$ cat src/rtl/mdio_pkg.sv
`default_nettype none
// ============================================================================
// Module      : mdio_pkg
// Description : Shared types, Clause 22 frame constants and frame builder for
//               the MDIO management controller.
// Revision    : 1.0 - initial release
// ============================================================================
package mdio_pkg;

  typedef enum logic [2:0] {
    S_RST_HOLD = 3'd0,
    S_RST_WAIT = 3'd1,
    S_INIT     = 3'd2,
    S_IDLE     = 3'd3,
    S_SHIFT    = 3'd4,
    S_DONE     = 3'd5
  } state_e;

  localparam logic [1:0] ST_CODE    = 2'b01;
  localparam logic [1:0] OP_WR      = 2'b01;
  localparam logic [1:0] OP_RD      = 2'b10;
  localparam int         FRAME_BITS = 64;
  localparam int         TA_BIT     = 46;
  localparam int         DATA_BIT   = 48;

  localparam logic [4:0] BMCR_ADDR  = 5'd0;
  localparam logic [4:0] BMSR_ADDR  = 5'd1;

  // Whole frame, bit index 0 of the wire in [63]. Read frames carry ones in
  // the released TA/data positions; those bits are never driven.
  function automatic logic [63:0] build_frame(input logic        wr,
                                              input logic [4:0]  phyad,
                                              input logic [4:0]  regad,
                                              input logic [15:0] wdata);
    return {32'hFFFF_FFFF, ST_CODE, (wr ? OP_WR : OP_RD), phyad, regad,
            (wr ? 2'b10 : 2'b11), (wr ? wdata : 16'hFFFF)};
  endfunction

endpackage
`default_nettype wire

$ cat src/rtl/mdio_ctrl_mdc_gen.sv
`default_nettype none
// ============================================================================
// Module      : mdc_gen
// Description : MDC generator. One bit period is 2*MDC_DIV clocks, low half
//               first. Held at count 0 / MDC low while run_i is low.
// Revision    : 1.0 - initial release
// ============================================================================
module mdc_gen #(
  parameter int unsigned MDC_DIV = 10
) (
  input  logic clk,
  input  logic rst,          // synchronous, active-low
  input  logic run_i,
  output logic mdc_o,
  output logic bit_start_o,  // edge ending this cycle opens the next bit's low phase
  output logic sample_o      // this is the last low cycle of the bit
);

  localparam int unsigned    CW        = $clog2(2 * MDC_DIV);
  localparam logic [CW-1:0]  HALF_LAST = CW'(MDC_DIV - 1);
  localparam logic [CW-1:0]  BIT_LAST  = CW'(2 * MDC_DIV - 1);

  logic [CW-1:0] cnt_q;
  logic          mdc_q;

  // Bit-period counter with MDC registered from it so MDC is glitch-free.
  always_ff @(posedge clk) begin
    if (!rst || !run_i) begin
      cnt_q <= '0;
      mdc_q <= 1'b0;
    end else if (cnt_q == BIT_LAST) begin
      cnt_q <= '0;
      mdc_q <= 1'b0;
    end else begin
      cnt_q <= cnt_q + 1'b1;
      if (cnt_q == HALF_LAST) begin
        mdc_q <= 1'b1;
      end
    end
  end

  assign mdc_o       = mdc_q;
  assign bit_start_o = run_i && (cnt_q == BIT_LAST);
  assign sample_o    = run_i && (cnt_q == HALF_LAST);

endmodule
`default_nettype wire

$ cat src/rtl/mdio_ctrl.sv
`default_nettype none
// ============================================================================
// Module      : mdio_ctrl
// Description : PHY reset sequencer plus Clause 22 MDIO read/write master for
//               a single requester. Optional build macro MDIO_AUTOINIT_EN
//               writes INIT_BMCR to BMCR once after the PHY reset wait.
// Revision    : 1.0 - initial release
// ============================================================================
module mdio_ctrl
  import mdio_pkg::*;
#(
  parameter int unsigned MDC_DIV    = 10,
  parameter int unsigned RST_CYCLES = 250000,
  parameter int unsigned RST_WAIT   = 125000,
  parameter logic [4:0]  PHY_ADDR   = 5'd0,
  parameter logic [15:0] INIT_BMCR  = 16'h2100
) (
  input  logic        clk_25mhz,
  input  logic        rst,
  input  logic        req_valid,
  output logic        req_ready,
  input  logic        req_write,
  input  logic [4:0]  req_reg,
  input  logic [15:0] req_wdata,
  output logic        rsp_valid,
  output logic [15:0] rsp_rdata,
  output logic        rsp_err,
  output logic        busy,
  output logic        phy_rst_b,
  output logic        mdc,
  output logic        mdio_o,
  output logic        mdio_oe,
  input  logic        mdio_i
);

  localparam int unsigned   CNT_MAX   = (RST_CYCLES > RST_WAIT) ? RST_CYCLES : RST_WAIT;
  localparam int unsigned   CW        = (CNT_MAX > 1) ? $clog2(CNT_MAX) : 1;
  localparam logic [CW-1:0] HOLD_LAST = CW'(RST_CYCLES - 1);
  localparam logic [CW-1:0] WAIT_LAST = CW'(RST_WAIT - 1);
  localparam logic [5:0]    LAST_BIT  = 6'(FRAME_BITS - 1);
  localparam logic [5:0]    TA_IDX    = 6'(TA_BIT);
  localparam logic [5:0]    TA_SAMPLE = 6'(TA_BIT + 1);
  localparam logic [5:0]    DATA_IDX  = 6'(DATA_BIT);

  state_e        state_q;
  logic [CW-1:0] cnt_q;
  logic [5:0]    bit_idx_q;
  logic [62:0]   frame_q;      // bits still to be sent after the current one
  logic          wr_q;
  logic          int_q;        // internal (auto-init) frame: no response
  logic [15:0]   rx_q;
  logic          ta_err_q;
  logic          req_ready_q, rsp_valid_q, rsp_err_q, busy_q;
  logic          phy_rst_b_q, mdio_o_q, mdio_oe_q;
  logic [15:0]   rsp_rdata_q;

  logic          start_d, start_wr_d, start_int_d;
  logic [4:0]    start_reg_d;
  logic [15:0]   start_data_d;
  logic [63:0]   frame_d;
  logic          w_bit_start, w_sample;

  mdc_gen #(.MDC_DIV(MDC_DIV)) u_mdc_gen (
    .clk         (clk_25mhz),
    .rst         (rst),
    .run_i       (state_q == S_SHIFT),
    .mdc_o       (mdc),
    .bit_start_o (w_bit_start),
    .sample_o    (w_sample)
  );

  // Select the frame source: an accepted request or the internal BMCR write.
  always_comb begin
    start_d      = 1'b0;
    start_wr_d   = req_write;
    start_int_d  = 1'b0;
    start_reg_d  = req_reg;
    start_data_d = req_wdata;
    if (state_q == S_IDLE && req_valid && req_ready_q) begin
      start_d = 1'b1;
    end else if (state_q == S_INIT) begin
      start_d      = 1'b1;
      start_wr_d   = 1'b1;
      start_int_d  = 1'b1;
      start_reg_d  = BMCR_ADDR;
      start_data_d = INIT_BMCR;
    end
  end

  assign frame_d = build_frame(start_wr_d, PHY_ADDR, start_reg_d, start_data_d);

  // Controller FSM with registered outputs.
  always_ff @(posedge clk_25mhz) begin
    if (!rst) begin
      state_q     <= S_RST_HOLD;
      cnt_q       <= '0;
      bit_idx_q   <= '0;
      frame_q     <= '1;
      wr_q        <= 1'b0;
      int_q       <= 1'b0;
      rx_q        <= '0;
      ta_err_q    <= 1'b0;
      req_ready_q <= 1'b0;
      rsp_valid_q <= 1'b0;
      rsp_rdata_q <= '0;
      rsp_err_q   <= 1'b0;
      busy_q      <= 1'b1;
      phy_rst_b_q <= 1'b0;
      mdio_o_q    <= 1'b1;
      mdio_oe_q   <= 1'b0;
    end else begin
      rsp_valid_q <= 1'b0;
      if (start_d) begin
        // Bit 0 goes on the wire with the first low cycle.
        state_q     <= S_SHIFT;
        wr_q        <= start_wr_d;
        int_q       <= start_int_d;
        frame_q     <= frame_d[62:0];
        bit_idx_q   <= '0;
        mdio_o_q    <= frame_d[63];
        mdio_oe_q   <= 1'b1;
        req_ready_q <= 1'b0;
        busy_q      <= 1'b1;
      end else begin
        case (state_q)
          S_RST_HOLD: begin
            if (cnt_q == HOLD_LAST) begin
              cnt_q       <= '0;
              phy_rst_b_q <= 1'b1;
              state_q     <= S_RST_WAIT;
            end else begin
              cnt_q <= cnt_q + 1'b1;
            end
          end
          S_RST_WAIT: begin
            if (cnt_q == WAIT_LAST) begin
              cnt_q <= '0;
`ifdef MDIO_AUTOINIT_EN
              state_q <= S_INIT;
`else
              state_q     <= S_IDLE;
              req_ready_q <= 1'b1;
              busy_q      <= 1'b0;
`endif
            end else begin
              cnt_q <= cnt_q + 1'b1;
            end
          end
          S_SHIFT: begin
            if (w_sample) begin
              if (bit_idx_q == TA_SAMPLE) begin
                ta_err_q <= mdio_i;
              end
              if (bit_idx_q >= DATA_IDX) begin
                rx_q <= {rx_q[14:0], mdio_i};
              end
            end
            if (w_bit_start) begin
              if (bit_idx_q == LAST_BIT) begin
                state_q   <= S_DONE;
                mdio_o_q  <= 1'b1;
                mdio_oe_q <= 1'b0;
                if (!int_q) begin
                  rsp_valid_q <= 1'b1;
                  if (wr_q) begin
                    rsp_err_q <= 1'b0;
                  end else begin
                    rsp_rdata_q <= rx_q;
                    rsp_err_q   <= ta_err_q;
                  end
                end
              end else begin
                // Reads release the line from TA onward.
                bit_idx_q <= bit_idx_q + 1'b1;
                frame_q   <= {frame_q[61:0], 1'b1};
                mdio_o_q  <= frame_q[62];
                mdio_oe_q <= wr_q || ((bit_idx_q + 6'd1) < TA_IDX);
              end
            end
          end
          S_DONE: begin
            state_q     <= S_IDLE;
            req_ready_q <= 1'b1;
            busy_q      <= 1'b0;
          end
          default: begin
          end
        endcase
      end
    end
  end

  assign req_ready = req_ready_q;
  assign rsp_valid = rsp_valid_q;
  assign rsp_rdata = rsp_rdata_q;
  assign rsp_err   = rsp_err_q;
  assign busy      = busy_q;
  assign phy_rst_b = phy_rst_b_q;
  assign mdio_o    = mdio_o_q;
  assign mdio_oe   = mdio_oe_q;

endmodule
`default_nettype wire

$ cat config.mk
export PLATFORM = sky130hd
export DESIGN_NAME = mdio_ctrl
export DESIGN_NICKNAME = d
export VERILOG_FILES = /design/src/rtl/mdio_pkg.sv /design/src/rtl/mdio_ctrl_mdc_gen.sv /design/src/rtl/mdio_ctrl.sv
export SDC_FILE = /design/constraint.sdc
export NUM_CORES = 1
export LEC_CHECK = 0
export CORE_MARGIN = 1
export CORE_UTILIZATION = 45
export DETAILED_ROUTE_END_ITERATION = 8
export PLACE_DENSITY = 0.63
export SETUP_SLACK_MARGIN = 0.4
export SLEW_MARGIN = 20
export SYNTH_ARGS = -nofsm -noshare
export SYNTH_HDL_FRONTEND = slang
export SYNTH_HIERARCHICAL = 1
export SYNTH_SLANG_ARGS = --single-unit
export TNS_END_PERCENT = 50
$ cat constraint.sdc
create_clock -name clk_25mhz -period 3.1 [get_ports clk_25mhz]
set_input_delay 0.62 -clock clk_25mhz [delete_from_list [all_inputs] [get_ports clk_25mhz]]
set_output_delay 0.62 -clock clk_25mhz [all_outputs]
set_load 0.05 [all_outputs]
==> results of run 1 <==
==> cell families after synthesis <==
family | share of synthesized area
flip-flops | 0.483
buffers and inverters | 0.0409
adder cells (fa/ha/maj) | 0.00876
XOR/XNOR | 0.0230
AND/OR/NAND/NOR | 0.264
AO/OA/AOI/OAI | 0.121
multiplexers | 0.0595
==> layout by cell type (no fill, tap or decap), drive strengths merged, types with 7 or more instances in the layout <==
cell type,n
clkdlybuf4s50,48
nand3,60
a211oi,9
buf,19
nor3,25
nand2,125
bufinv,7
a21oi,11
o21ai,44
nand4,8
a32oi,16
xnor2,11
nor2,59
clkbuf,19
dfxtp,138
inv,12
mux2i,34
==> routing by layer <==
layer | vias up | track usage
li1 | 2434 | -
met1 | 2254 | 0.269
met2 | 94 | 0.322
met3 | 21 | 0.0487
met4 | 0 | 0.0918
met5 | - | 0
==> how the worst min path moves through the flow <==
stage,cells after the start,end,start,slack (ns)
finish,2,rsp_rdata[5]$_SDFFE_PN0P_,rsp_rdata[5]$_SDFFE_PN0P_,0.46
CTS,2,rsp_rdata[6]$_SDFFE_PN0P_,rsp_rdata[6]$_SDFFE_PN0P_,0.46
global placement,2,rsp_rdata[12]$_SDFFE_PN0P_,rsp_rdata[12]$_SDFFE_PN0P_,0.44
global route,2,rsp_rdata[6]$_SDFFE_PN0P_,rsp_rdata[6]$_SDFFE_PN0P_,0.48
detailed placement,2,frame_q[30]$_SDFFE_PP1P_,frame_q[29]$_SDFFE_PN1P_,0.45
floorplan,2,frame_q[30]$_SDFFE_PP1P_,frame_q[29]$_SDFFE_PN1P_,0.43
==> cell usage after synthesis, types with 8 or more instances <==
cell      count
a21oi_1      11
inv_1        12
nor2_1       59
mux2i_1      34
a32oi_1      16
clkbuf_1     40
dfxtp_1     138
nand2_1     124
a211oi_1      8
xnor2_1      11
nand3_1      60
nor3_1       25
o21ai_0      43
nand4_1       8
==> stage by stage <==
stage | std cells | total power [W] | setup WS [ns] | cell area, um2
floorplan | 675 | 0.00186 | 0.412 | 5770
global placement | 861 | 0.00191 | 0.429 | 6400
detailed placement | 861 | 0.00191 | 0.324 | 6400
CTS | 894 | 0.00426 | 0.499 | 7100
global route | 895 | 0.00436 | 0.394 | 7130
finish | 895 | 0.00421 | 0.573 | 7130
==> layout make-up <==
cell class | instances | area [um2] | share of cell area
multi-input cells | 478 | 2780 | 0.390
flip-flops and latches | 138 | 2760 | 0.387
repair buffers | 67 | 648 | 0.0908
clock buffers | 19 | 443 | 0.0621
clock inverters | 13 | 246 | 0.0345
well taps | 168 | 210 | 0.0295
inverters | 12 | 45.0 | 0.00631
==> where the power goes <==
| group | internal, W | switching [W] | total (W) | leakage (nW) |
|---|---|---|---|---|
| clock network | 0.00161 | 0.000734 | 0.00234 | 0.337 |
| logic | 0.0000377 | 0.0000510 | 0.0000887 | 1.20 |
| registers | 0.00178 | 0.00000381 | 0.00178 | 1.11 |
| total | 0.00342 | 0.000789 | 0.00421 | 2.65 |
==> worst reg2reg max path: stages, from the launching register on <==
cell and delay, ns:
dfxtp_1 0.39, nor3b_4 0.21, nand2b_1 0.11, nor3_2 0.22, or4bb_1 0.57, buf_4 0.21, a21oi_4 0.15, nor2_1 0.06
buf_4 0.20, a221o_1 0.30
==> sequential cells by signal (all words and copies together) (netlist names) <==
| signal | flops |
|---|---|
| u_mdc_gen/cnt_q | 5 |
| mdio_o | 1 |
| req_ready | 1 |
| state_q | 3 |
| rx_q | 16 |
| u_mdc_gen/mdc_o | 1 |
| ta_err_q | 1 |
| int_q | 1 |
| phy_rst_b | 1 |
| cnt_q | 18 |
| rsp_rdata | 16 |
| mdio_oe | 1 |
| wr_q | 1 |
| rsp_valid | 1 |
| frame_q | 63 |
| busy | 1 |
| bit_idx_q | 6 |
| rsp_err | 1 |
==> timing repair <==
item | in CTS | in global routing
pin swaps | 1 | 1
buffers inserted | 1 | 0
endpoints found under the setup margin | 16 | 16
resized for setup | 1 | 1
==> reports/qor.csv, run 1 <==
stage,metric,value,unit
run_status,outcome,"complete, no violations",
layout,post-route core utilization,0.584,
detailed_routing,Total Wirelength,12.2,mm
critical_path,CP arrival,2.83,ns
placement,Final GP Congestion,0.803,
power,PD cells,590,nW/um2
yosys,synthesized net count,705,
sta,worst hold slack,0.456,ns
critical_path,CP top delay family,simple AND/OR/NAND/NOR gates,
critical_path,worst r2r dst,frame_q[8]$_SDFFE_PN1P_,
sta,Max transition margin,0.537,
critical_path,most frequent cell on the critical path,buf_4,
yosys,Post-synth EDFFs,0,
detailed_routing,drt pass-1 iters,5,
critical_path,Worst setup endpoint,frame_q[8]$_SDFFE_PN1P_,
yosys,post-synthesis cell type count,55,
yosys,most area-hungry cell type in the Yosys netlist,dfxtp_1,
yosys,Syn Inst Count,675,
sta,max-slew violation count,0,
clock_tree,clk root buf,clkbuf_16,
yosys,Synth Register Bits,138,
floorplanning,Initial Util,0.468,
clock_tree,"Hold-fix buffers, CTS",0,
critical_path,CP Launch Type,register,
flow_run,Max Cap Viol,0,
floorplanning,Die Wd,115,um
critical_path,buffers plus inverters on the worst setup path,2,
sta,setup_tns,0,ns
sta,Least-Margin Pin Slew,0.694,ns
yosys,sequential fraction of the synthesis area,0.483,
critical_path,Worst Path Max Fanout,18,
layout,# nets final,744,
floorplanning,die area,13200,um2
detailed_routing,wire length on met2,5.72,mm
sta,RSZ-0062 raised after global routing,true,
yosys,syn avg cell area,8.47,um2
global_route,GRT overflow,0,
sta,Final setup viols,0,
detailed_routing,vias,4803,
floorplanning,die height,115,um
detailed_routing,1st-iter DRT viols,296,
critical_path,Register-to-Register Path Depth,9,
critical_path,Critical Path Sink Type,register,
power,worst vdd ir,0.000284,V
yosys,ys flop type,dfxtp_1,
yosys,"FFs w/ async S/R, synth",0,
detailed_routing,DRT met1 WL,5.83,mm
floorplanning,Core Footprint,12200,um2
detailed_routing,vias per std cell,5.37,
min_path,Min-Delay Path Class,register to register,
sta,Fin. Hold Viols,0,
critical_path,Critical path origin,state_q[0]$_SDFFE_PP0P_,
detailed_routing,Post-DRT Antenna Nets,0,
critical_path,CP required,3.40,ns
clock_tree,H-tree levels,4,
critical_path,r2r startpoint,state_q[0]$_SDFFE_PP0P_,
sta,Tcrit/Tclk final,0.815,
critical_path,Crit path largest cell delay,0.57,ns
floorplanning,IO Pins,50,
power,Leak,2.65,nW
layout,n_diodes,0,
yosys,largest cells by area after synthesis,"dfxtp_1 (48%), nand2_1 (8.1%), mux2i_1 (6.0%)",
global_route,Total GRT Usage,0.205,
sta,clock skew,0.00820,ns
yosys,Synth top area share,0.483,
sta,FMAX,396,MHz
critical_path,WP depth,9,
critical_path,R2R setup slack,0.57,ns
critical_path,critical path class,register to register,
global_route,largest net degree at the start of global routing,67,
yosys,mapped cell area,5720,um2
layout,Area Overhead vs Synth,24.8,%
layout,layout cells sized above 1,0.0908,
placement,dpl hpwl,7.77,mm
clock_tree,"Clk Latency, worst-skew pair",0.41,ns
critical_path,CP max-delay cell,or4bb_1,
detailed_routing,top layer reached by signal wires,met4,
detailed_routing,DRC violations left,0,
global_route,number of global-route vias before repair,4502,
layout,Fillers,1135,
global_route,initial antenna violation count,0,
detailed_routing,routed length per placed instance,13.7,um
clock_tree,"Clk pin slew, worst setup/hold paths",0.06,ns
sta,min Tclk post-route,2.53,ns
critical_path,CP Cell Sequence,nor3b_4 -> nand2b_1 -> nor3_2 -> or4bb_1 -> buf_4 -> a21oi_4 -> nor2_1 -> buf_4 -> a221o_1,
clock_tree,cts bufs inserted,17,
clock_tree,deepest clock path buffer count,2,
placement,Port Buffers,49,
floorplanning,row count,40,
yosys,YS warnings,6,
clock_tree,clk sinks,138,
global_route,first-pass GRT wire length,21.2,mm
clock_tree,CTS tree,yes,
detailed_routing,met3 wire length,434,um
No activity file was read; power rests on OpenSTA's default activity.
==> inputs of run 2 (changes only) <==
PLACE_DENSITY = 0.61   (was 0.63)
clock period = 2.55 ns   (was 3.1 ns; I/O delays follow)
==> run 2 against run 1 <==
Cell count is 3.6% higher. Largest power group unchanged. Via count is 3.0% higher. Clock power hardly changed. Maximum frequency is 7.3% higher. Cell area is 7.7% higher. Flip-flop and latch count stayed put. Setup slack worse by 0.38 ns. Sequential power is 22% higher. Combinational power is 29% higher. Largest cell class unchanged. Critical path type unchanged.
==> reports/qor.csv, run 2 (synthesized netlist as in run 1, its figures left out) <==
stage,metric,value,unit
placement,dpl hpwl,8.20,mm
sta,Least-Margin Pin Slew,0.970,ns
layout,# nets final,776,
layout,Area Overhead vs Synth,34.5,%
layout,most frequent cells in the layout,"dfxtp_1 (134), nand2_1 (113), nor2_1 (57)",
layout,"commonest non-fill, non-tap cell in the layout",dfxtp_1,
clock_tree,"Clk pin slew, worst setup/hold paths",0.06,ns
detailed_routing,routed length per placed instance,14.4,um
detailed_routing,vias per std cell,5.34,
critical_path,Critical Path Sink Type,register,
global_route,Total GRT Usage,0.217,
global_route,number of global-route vias before repair,4781,
floorplanning,row count,40,
sta,min Tclk post-route,2.35,ns
floorplanning,IO Pins,50,
layout,multi-input logic area,3050,um2
layout,Fillers,1086,
layout,Reg area,2770,um2
layout,n_diodes,0,
layout,layout cells sized above 1,0.184,
detailed_routing,Total Wirelength,13.4,mm
layout,Reg with most FFs,frame_q,
detailed_routing,DRC violations left,0,
flow_run,Max Cap Viol,0,
critical_path,CP required,2.91,ns
clock_tree,clk root buf,clkbuf_16,
sta,Max transition margin,0.353,
sta,Tcrit/Tclk final,0.923,
layout,Top Registers,"frame_q: 63 flops, cnt_q: 18 flops",
global_route,initial antenna violation count,0,
detailed_routing,Post-DRT Antenna Nets,0,
global_route,first-pass GRT wire length,22.4,mm
min_path,Min-Delay Path Class,input pin to register,
power,worst vdd ir,0.000278,V
global_route,largest net degree at the start of global routing,37,
clock_tree,clk sinks,138,
critical_path,critical path class,register to register,
critical_path,CP arrival,2.72,ns
critical_path,CP Launch Type,register,
clock_tree,cts bufs inserted,17,
placement,DP Worst Slack,0.0306,ns
sta,max-slew violation count,0,
power,Leak,2.85,nW
global_route,GRT overflow,0,
placement,Final GP Congestion,0.788,
detailed_routing,vias,4949,
floorplanning,die height,115,um
sta,clock skew,0.00462,ns
sta,Fin. Hold Viols,0,
sta,FMAX,425,MHz
clock_tree,deepest clock path buffer count,2,
floorplanning,Initial Util,0.468,
run_status,outcome,"complete, no violations",
clock_tree,"Clk Latency, worst-skew pair",0.42,ns
floorplanning,Core Footprint,12200,um2
detailed_routing,drt pass-1 iters,4,
sta,RSZ-0062 raised after global routing,true,
clock_tree,H-tree levels,4,
placement,placed cell area,6530,um2
clock_tree,CTS tree,yes,
detailed_routing,1st-iter DRT viols,265,
power,PD cells,600,nW/um2
layout,post-route core utilization,0.629,
floorplanning,Die Wd,115,um
placement,Port Buffers,49,
layout,design area,7680,um2
sta,Final setup viols,0,
power,total power,0.00461,W
sta,setup_tns,0,ns
layout,max reg flops,63,
sta,final setup margin,0.195,ns
floorplanning,die area,13200,um2
critical_path,Worst Path Max Fanout,8,
[run 2: cell types whose count changed in the layout (fill, tap and decap cells not counted), moves of 6 or more]
cell	delta
nand3_2	+9
buf_12	+6
nand2_1	-11
nand3_1	-9
bufinv_16	-6
buf_6	+10
nand2_4	+11
buf_4	+12
[run 2: layout make-up]
type	count	area share
Inverter	12	0.00586
Multi-Input combinational cell	479	0.396
Sequential cell	138	0.360
Clock buffer	21	0.0612
Tap cell	168	0.0274
Clock inverter	11	0.0125
Timing Repair Buffer	98	0.136
[run 2: critical path: stages, from the launching register on]
cell	delay (ns)
dfxtp_2	0.33
nor3b_4	0.20
nand2b_1	0.13
nor3_4	0.16
or4bb_4	0.51
buf_6	0.14
a21oi_4	0.26
buf_6	0.19
buf_6	0.11
buf_16	0.15
nand2_4	0.05
nand3_2	0.06
[run 2: path summary, 6_finish.rpt]
path / start / endpoint / slack [ns] / cells after the start
worst max-delay path: state_q[0]$_SDFFE_PP0P_ / frame_q[61]$_SDFFE_PP1P_ / 0.20 / 11
worst min-delay path: rst / frame_q[27]$_SDFFE_PN1P_ / 0.45 / 2
worst max register to register: state_q[0]$_SDFFE_PP0P_ / frame_q[61]$_SDFFE_PP1P_ / 0.20 / 11
worst min register to register: rsp_rdata[11]$_SDFFE_PN0P_ / rsp_rdata[11]$_SDFFE_PN0P_ / 0.45 / 2
[run 2: routing by layer]
layer	vias to the layer above	routed length [um]	track usage
met2	85	6320	0.352
met1	2338	6340	0.275
met3	22	460	0.0545
met5	-	0	0
li1	2504	-	-
met4	0	276	0.0900
[run 2: metrics by stage]
| stage | hold WS [ns] | cells |
|---|---|---|
| after floorplan | 0.432 | 675 |
| after global placement | 0.442 | 873 |
| after detailed placement | 0.446 | 873 |
| after CTS | 0.424 | 919 |
| after global routing | 0.456 | 927 |
| final | 0.449 | 927 |
[run 2: repair_timing]
item / CTS / global route
endpoints found under the setup margin: 95 / 92
hold buffers: 0 / 0
gates cloned: 3 / 3
pin swaps: 7 / 30
setup buffers: 11 / 5
resized for setup: 30 / 49
[run 2: power by group]
group          total [W]  switching [W]  internal, W
Clock            0.00233       0.000921      0.00141
Sequential       0.00217     0.00000438      0.00216
Combinational   0.000114      0.0000640    0.0000504
